## config.mk

```make
export PLATFORM = sky130hd
export DESIGN_NAME = ucode_mul_sequencer
export DESIGN_NICKNAME = d
export VERILOG_FILES = /design/src/rtl/ucode_mul_sequencer.sv
export SDC_FILE = /design/constraint.sdc
export NUM_CORES = 1
export LEC_CHECK = 0
export ABC_CLOCK_PERIOD_IN_PS = 2000
export BUFFER_PORTS_ARGS = -buffer_cell sky130_fd_sc_hd__buf_2
export CORE_MARGIN = 1
export CORE_UTILIZATION = 25
export CTS_CLUSTER_SIZE = 14
export DETAILED_ROUTE_END_ITERATION = 10
export PLACE_DENSITY = 0.46
export SETUP_SLACK_MARGIN = 0.02
export SLEW_MARGIN = 20
export SYNTH_ARGS = -nofsm -noshare
export SYNTH_HDL_FRONTEND = slang
export SYNTH_SLANG_ARGS = --single-unit
```

## constraint.sdc

```tcl
create_clock -name clk -period 2 [get_ports clk]
set_input_delay 0.2 -clock clk [delete_from_list [all_inputs] [get_ports clk]]
set_output_delay 0.2 -clock clk [all_outputs]
set_load 0.01 [all_outputs]
```

## src/rtl/ucode_mul_sequencer.sv

```systemverilog
// ucode_mul_sequencer: expands a multiply-by-immediate macro request into a
// stream of MOV / CLR / ADDSHL micro-ops (shift-and-add over the immediate).
// Optional feature: define UCODE_MUL_EARLY_TERM_EN to skip clear immediate bits
// so that only set bits produce ADDSHL micro-ops; otherwise every bit position
// is visited and clear bits produce NOPs.
module ucode_mul_sequencer #(
  parameter int IMM_W       = 16,
  parameter int REG_AW      = 4,
  parameter int SCRATCH_REG = 15
) (
  input  logic                       clk,
  input  logic                       rst,
  input  logic                       clk_en,
  input  logic                       start_valid,
  output logic                       start_ready,
  input  logic [REG_AW-1:0]          start_rd,
  input  logic [REG_AW-1:0]          start_rs,
  input  logic [IMM_W-1:0]           start_imm,
  input  logic                       flush,
  output logic                       uop_valid,
  input  logic                       uop_ready,
  output logic [1:0]                 uop_kind,
  output logic [REG_AW-1:0]          uop_rd,
  output logic [REG_AW-1:0]          uop_rs,
  output logic [$clog2(IMM_W)-1:0]   uop_shamt,
  output logic                       uop_last,
  output logic                       busy,
  output logic                       err
);

  localparam int SHW = $clog2(IMM_W);

  localparam logic [1:0] KIND_NOP    = 2'd0;
  localparam logic [1:0] KIND_MOV    = 2'd1;
  localparam logic [1:0] KIND_CLR    = 2'd2;
  localparam logic [1:0] KIND_ADDSHL = 2'd3;

  localparam logic [REG_AW-1:0] SCRATCH = REG_AW'(SCRATCH_REG);

  typedef enum logic [1:0] {IDLE, COPY, CLEAR, ACCUM} stateT;

  stateT             state, stateNext;
  logic [SHW-1:0]    bitIdx, bitIdxNext;
  logic [REG_AW-1:0] rdLat, rsLat;
  logic [IMM_W-1:0]  immLat;
  logic              errReg;

  logic acceptReq, illegalReq, acceptLegal, handshake;

  // The scratch register holds the multiplicand copy, so naming it as either
  // operand would corrupt the result; such requests are swallowed with err.
  assign acceptReq   = start_valid & (state == IDLE) & clk_en & ~flush;
  assign illegalReq  = (start_rd == SCRATCH) | (start_rs == SCRATCH);
  assign acceptLegal = acceptReq & ~illegalReq;
  assign handshake   = (state != IDLE) & uop_ready & clk_en;

  assign start_ready = (state == IDLE);
  assign busy        = (state != IDLE);
  assign err         = errReg;

`ifdef UCODE_MUL_EARLY_TERM_EN
  logic           anySet, hasNext;
  logic [SHW-1:0] firstIdx, nextIdx;

  // Lowest set bit overall (entry into ACCUM) and lowest set bit above the current index.
  always_comb begin
    anySet   = |immLat;
    firstIdx = '0;
    hasNext  = 1'b0;
    nextIdx  = '0;
    for (int j = IMM_W - 1; j >= 0; j--) begin
      if (immLat[j]) begin
        firstIdx = SHW'(j);
      end
      if (immLat[j] && (j > int'(bitIdx))) begin
        hasNext = 1'b1;
        nextIdx = SHW'(j);
      end
    end
  end
`endif

  // Next-state and micro-op decode; outputs are all-zero whenever no micro-op is presented.
  always_comb begin
    stateNext  = state;
    bitIdxNext = bitIdx;
    uop_valid  = 1'b0;
    uop_kind   = KIND_NOP;
    uop_rd     = '0;
    uop_rs     = '0;
    uop_shamt  = '0;
    uop_last   = 1'b0;

    case (state)
      IDLE: begin
        if (acceptLegal) begin
          stateNext  = COPY;
          bitIdxNext = '0;
        end
      end

      COPY: begin
        uop_valid = 1'b1;
        uop_kind  = KIND_MOV;
        uop_rd    = SCRATCH;
        uop_rs    = rsLat;
        if (handshake) begin
          stateNext = CLEAR;
        end
      end

      CLEAR: begin
        uop_valid = 1'b1;
        uop_kind  = KIND_CLR;
        uop_rd    = rdLat;
`ifdef UCODE_MUL_EARLY_TERM_EN
        uop_last  = ~anySet;
        if (handshake) begin
          stateNext  = anySet ? ACCUM : IDLE;
          bitIdxNext = anySet ? firstIdx : '0;
        end
`else
        if (handshake) begin
          stateNext  = ACCUM;
          bitIdxNext = '0;
        end
`endif
      end

      ACCUM: begin
        uop_valid = 1'b1;
`ifdef UCODE_MUL_EARLY_TERM_EN
        uop_kind  = KIND_ADDSHL;
        uop_rd    = rdLat;
        uop_rs    = SCRATCH;
        uop_shamt = bitIdx;
        uop_last  = ~hasNext;
        if (handshake) begin
          stateNext  = hasNext ? ACCUM : IDLE;
          bitIdxNext = hasNext ? nextIdx : '0;
        end
`else
        if (immLat[bitIdx]) begin
          uop_kind  = KIND_ADDSHL;
          uop_rd    = rdLat;
          uop_rs    = SCRATCH;
          uop_shamt = bitIdx;
        end
        uop_last = (bitIdx == SHW'(IMM_W - 1));
        if (handshake) begin
          if (uop_last) begin
            stateNext  = IDLE;
            bitIdxNext = '0;
          end else begin
            bitIdxNext = bitIdx + SHW'(1);
          end
        end
`endif
      end

      default: begin
        stateNext  = IDLE;
        bitIdxNext = '0;
      end
    endcase

    if (flush) begin
      stateNext  = IDLE;
      bitIdxNext = '0;
    end
  end

  // State, bit index, latched request fields and the err pulse; everything holds while clk_en is low.
  always_ff @(posedge clk) begin
    if (rst) begin
      state  <= IDLE;
      bitIdx <= '0;
      rdLat  <= '0;
      rsLat  <= '0;
      immLat <= '0;
      errReg <= 1'b0;
    end else if (clk_en) begin
      state  <= stateNext;
      bitIdx <= bitIdxNext;
      errReg <= acceptReq & illegalReq;
      if (acceptLegal) begin
        rdLat  <= start_rd;
        rsLat  <= start_rs;
        immLat <= start_imm;
      end
    end
  end

endmodule

```

-- Word level (Yosys, flattened, before mapping)
Cells that the tools add are included.
- bits in registers: 31
- bits in latches: 0
- RAM bits: 0
- ROM bits: 0
- bits of input ports: 30
- logic and storage cells: 61
- memories: 0
- add/subtract/negate cells: 1
- multiply operators: 0
- divide/modulo/power cells: 0
- order comparisons: 1
- eq/ne operators: 11
- shift operators: 0
- multiplexer cells: 25
- bitwise logic cells: 10
- reduce and logical (&&, ||, !) cells: 7
- operator list (kind ; number):
    2-to-1 mux 4 bit ; 9
    case mux 4 bit (3 select lines) ; 2
    2-to-1 mux 2 bit ; 7
    == test 4 bit (second input constant) ; 3
    inequality test 3 bit (second input constant) ; 4
    case mux 2 bit (4 select lines) ; 1
    case mux 4 bit (2 select lines) ; 1
    bitwise AND 1 bit ; 7
    case mux 2 bit (3 select lines) ; 1
    AND reduction 6 bit ; 1
    < comparator 4 x 5 -> 1 bit (second input constant) ; 1
    AND reduction 5 bit ; 1
    adder 4 x 1 -> 4 bit (second input constant) ; 1
    binary-select mux 1 bit (select 4 bit) ; 1
    == test 2 bit (second input constant) ; 2
    nonzero test 4 bit ; 1
    2-to-1 mux 1 bit ; 3
    inequality test 3 x 1 -> 1 bit (second input constant) ; 1
    OR reduction 3 bit ; 1
    == test 2 x 1 -> 1 bit (second input constant) ; 1
    logical NOT 2 bit ; 1
    NOT 1 bit ; 2
    AND reduction 2 bit ; 1
    nonzero test 2 bit ; 1
    OR 1 bit ; 1

-- Longest topological paths before layout
- depth after elaboration: 8
- depth in mapped cells: 9
- depth with buffers taken out: 7

-- Worst setup path after synthesis
OpenSTA, ideal clock, no wires.
- kind: register to register
- start point: register state[1]
- end point: register bitIdx[3]
- arrival: 1.952 ns
- path slack: -0.048 ns
- stages on the path, launching flop included: 9
- clock period less this slack: 2.048 ns
- cells stage by stage: dfxtp_1 clkbuf_1 inv_1 ha_1 and3b_1 o21ai_0 a211o_1 or2_1 o41ai_2
- word-level cells in the longest chain between the ends: 7
- elaborated cells on any way between the ends: 17
- classes of those cells: eq/ne: 5; mux: 2; bitwise: 6; reduce/logical: 4
- RTL lines (element ; line ; text):
    start: declaration ; 42 ; stateT state, stateNext;
    start signal: assignment ; 183 ; state <= stateNext;
    logical NOT 2 bit ; 52, 94 ;
    bitwise AND 1 bit (3 in series) ; 52 ; assign acceptReq = start_valid & (state == IDLE) & clk_en & ~flush;
    bitwise AND 1 bit ; 54 ; assign acceptLegal = acceptReq & ~illegalReq;
    inequality test 3 x 1 -> 1 bit (no source line) ; - ;
    AND reduction 5 bit (no source line) ; - ;
    end signal: assignment ; 184 ; bitIdx <= bitIdxNext;
    end: declaration ; 43 ; logic [SHW-1:0] bitIdx, bitIdxNext;
Several ways; a longest one is shown, not always the timed one.
A chain may end at the register's enable or synchronous reset.

-- Worst setup path after layout
- start point: register bitIdx[0]
- end point: output uop_rd[3]
- word-level cells in the longest chain between the ends: 4
- RTL lines (element ; line ; text):
    binary-select mux 1 bit (select 4 bit) ; 143 ; if (immLat[bitIdx]) begin
    2-to-1 mux 1 bit (not written as such) ; 143 ;
    2-to-1 mux 4 bit ; 143 ;
    case mux 4 bit (3 select lines) ; 94 ; case (state)
    end: declaration ; 23 ; output logic [REG_AW-1:0] uop_rd,
No other way between the ends. The select of a mux whose other input is x is not followed.

==> metrics.md <==
| Metric | Value |
|---|---|
| Outcome | `complete, but fails checks` |
| Failing checks | `setup timing` |
| Crit path max fanout | `7` |
| R2r setup slk | `140 ps` |
| #FFs+latches synth | `31` |
| First-pass GRT wire length | `6.76 mm` |
| Mean post-synth cell area | `7.68 um^2` |
| Dpl cell area | `2040 um^2` |
| Pre-CTS WS | `-18.2 ps` |
| Seq/Total Area, Yosys | `0.381` |
| Post-Syn Nets | `248` |
| Hold Startpoint | `start_imm[4]` |
| Reg clk slew, reported paths | `60 ps` |
| Worst setup SP type | `flop` |
| Area leader, netlist | `dfxtp_1` |
| Slew Viols, Final | `0` |
| Fin nets | `307` |
| Hpwl dp | `3.18 mm` |
| Ports | `49` |
| Post-synth cell types | `35` |
| PwrDens | `609 nW/um^2` |
| Crit path capture type | `output pin` |
| Hold-critical path depth | `3` |
| Fmax | `0.460 GHz` |
| Worst-Skew Late Latency | `280 ps` |
| Synth top area cells | `dfxtp_1 38%, nand2_1 14%, a21oi_1 9.5%` |
| R2R cell count | `7` |
| Pin count of the biggest net entering global routing | `23` |
| CTS Hold Bufs | `0` |
| Max rail drop VDD | `0.262 mV` |
| Share of the synthesized area in the top cell type | `0.381` |
| Avg Vias per Cell | `4.57` |
| Chip height | `82.7 um` |
| Final hold vios | `0` |
| Most common cell after layout, fill and taps aside | `nand2_1` |
| Max-Cap Viols | `0` |
| P&R area growth vs syn | `37.3%` |
| RSZ-0062 raised after global routing | `true` |
| Mapped Cells | `212` |
| Routability Congestion | `0.769` |
| Setup violators final | `13` |
| CP Class | `reg -> out` |
| Routed length per instance | `12.4 um` |
| YS warnings | `0` |
| Via count | `1596` |
| R2R Path Start | `state[0]` |
| Diodes inserted | `0` |
| CTS Buf Count | `5` |
| Total Routing Usage GR | `0.134` |
| CTS max path bufs | `2` |
| Core Area | `6310 um^2` |
| First drt pass iteration count | `4` |
| Initial Util | `0.258` |
| Crit path DAT | `1980 ps` |
| Post-DRT Antenna Nets | `0` |
| Hold Path End | `immLat[4]` |
| Commonest cells after routing, fill and taps aside | `62 x nand2_1, 48 x buf_2, 31 x a21oi_1` |
| Clock H-tree levels | `2` |
| Share of layout cells above drive strength 1 | `0.364` |
| Mapped Area | `1630 um^2` |
| PortBufs | `48` |
| Die area | `6840 um^2` |
| Total routed wirelength | `4.31 mm` |
| Initial antenna violation count | `0` |
| Starting DRC count in detailed routing | `72` |
| Non-filler cells, final | `349` |
| DR DRC count | `0` |
| Core Rows | `29` |
| Worst reg2reg path endpoint | `bitIdx[0]` |
| CTS root buf | `clkbuf_8` |
| Relative slew slack | `0.674` |
| Fill cell count | `687` |
| Vias in the first global route | `1409` |
| Post-route cell area | `2230 um^2` |
| Period utilization | `1.09` |
| Clock skew | `3.28 ps` |
| Final worst setup slack | `-176 ps` |
| Min Clock Period, post-route | `2180 ps` |
| Worst Hold Class | `in -> reg` |
| Worst-Margin Slew | `487 ps` |
| Die W | `82.7 um` |
| DP Cell Count | `339` |
| Aggregate global routing overflow | `0` |
| Total clock sinks | `31` |
| Leak pwr | `0.950 nW` |
| CTS tree | `yes` |
| CP required | `1800 ps` |
report_power, final:
| group | switching, W | total [W] | internal (W) | leakage, nW |
|---|---|---|---|---|
| registers | 0.00000940 | 0.000644 | 0.000634 | 0.253 |
| logic | 0.0000950 | 0.000178 | 0.0000828 | 0.645 |
| clock network | 0.000226 | 0.000539 | 0.000314 | 0.0515 |
synthesized netlist by cell type:
library cell / number
nor3_1: 2
and3_1: 1
and3b_1: 1
and2_1: 1
mux2_2: 4
buf_4: 3
a21oi_1: 31
inv_1: 10
or3_1: 1
clkbuf_1: 9
or3b_1: 1
o22ai_1: 2
nand3_1: 2
and4b_1: 1
nand2_1: 62
a221oi_1: 4
a211o_1: 1
or2_1: 1
o21ai_0: 3
o41ai_1: 1
nand2b_1: 3
ha_1: 6
a311oi_1: 1
mux2i_1: 1
nand4_1: 2
nand3b_1: 1
nor2b_1: 6
dfxtp_1: 31
nor4b_2: 2
a31oi_1: 1
mux4_2: 2
o41ai_2: 1
nor2_1: 12
nor3_2: 1
buf_2: 1
logic make-up (layout without fill, tap and decap cells):
logic type | Yosys count | in the layout | share of synthesized area
compound gates | 45 | 45 | 0.164
fa+ha+maj | 6 | 6 | 0.0461
buf+inv | 23 | 83 | 0.0607
flops | 31 | 31 | 0.381
mux | 7 | 7 | 0.0615
simple gates | 100 | 100 | 0.287
critical path, stage by stage (launching register included):
cell,delay [ps]
dfxtp_4,370
mux4_2,350
nor2_2,50
nor4b_4,300
nor2_2,100
buf_6,150
a221oi_2,220
buf_2,160
stage by stage:
stage,TNS (ps),power [W],util,hold WS (ps)
floorplan,0,0.000749,-,300
CTS,-2480,0.00138,0.350,139
global route,-3100,0.00144,0.354,143
global placement,0,0.000832,0.323,442
finish,-1900,0.00136,0.354,152
detailed placement,-38.0,0.000832,0.323,443
timing repair:
action	in CTS	in global routing
gates resized for setup	13	9
pin swaps	3	6
gates cloned	1	0
setup endpoints to repair	13	18
endpoints found under the hold margin	0	0
buffers inserted	1	0
flip-flops by register name, indices dropped and copies added (netlist names):
register,flops
rdLat,4
err,1
immLat,16
state,2
rsLat,4
bitIdx,4
how the worst max path moves through the flow:
stage / startpoint / endpoint / slack (ps) / cells after the start
6_report: bitIdx[0] / uop_rd[3] / -180 / 7
2_1_floorplan: bitIdx[0] / uop_rd[0] / 30 / 7
3_5_place_dp: bitIdx[0] / uop_rd[0] / -20 / 8
5_1_grt: bitIdx[0] / uop_rd[3] / -280 / 7
4_1_cts: bitIdx[0] / uop_rd[0] / -220 / 8
3_3_place_gp: bitIdx[1] / uop_rd[1] / 20 / 7
cell type report:
type	count	area [um^2]	share of cell area
Multi-Input combinational cell	158	985	0.441
Sequential cell	31	628	0.281
Clock buffer	8	100	0.0448
Tap cell	77	96.3	0.0431
Inverter	10	37.5	0.0168
Timing Repair Buffer	65	388	0.174
metal layers:
metal | routed length [um] | track usage | vias up | part of all wire
met5 | 0 | 0 | - | 0
met4 | 89 | 0.0517 | 0 | 0.021
met3 | 239 | 0.0363 | 6 | 0.055
met2 | 1880 | 0.196 | 38 | 0.44
met1 | 2100 | 0.185 | 710 | 0.49
li1 | - | - | 842 | -
(Power assumes the default switching activity.)
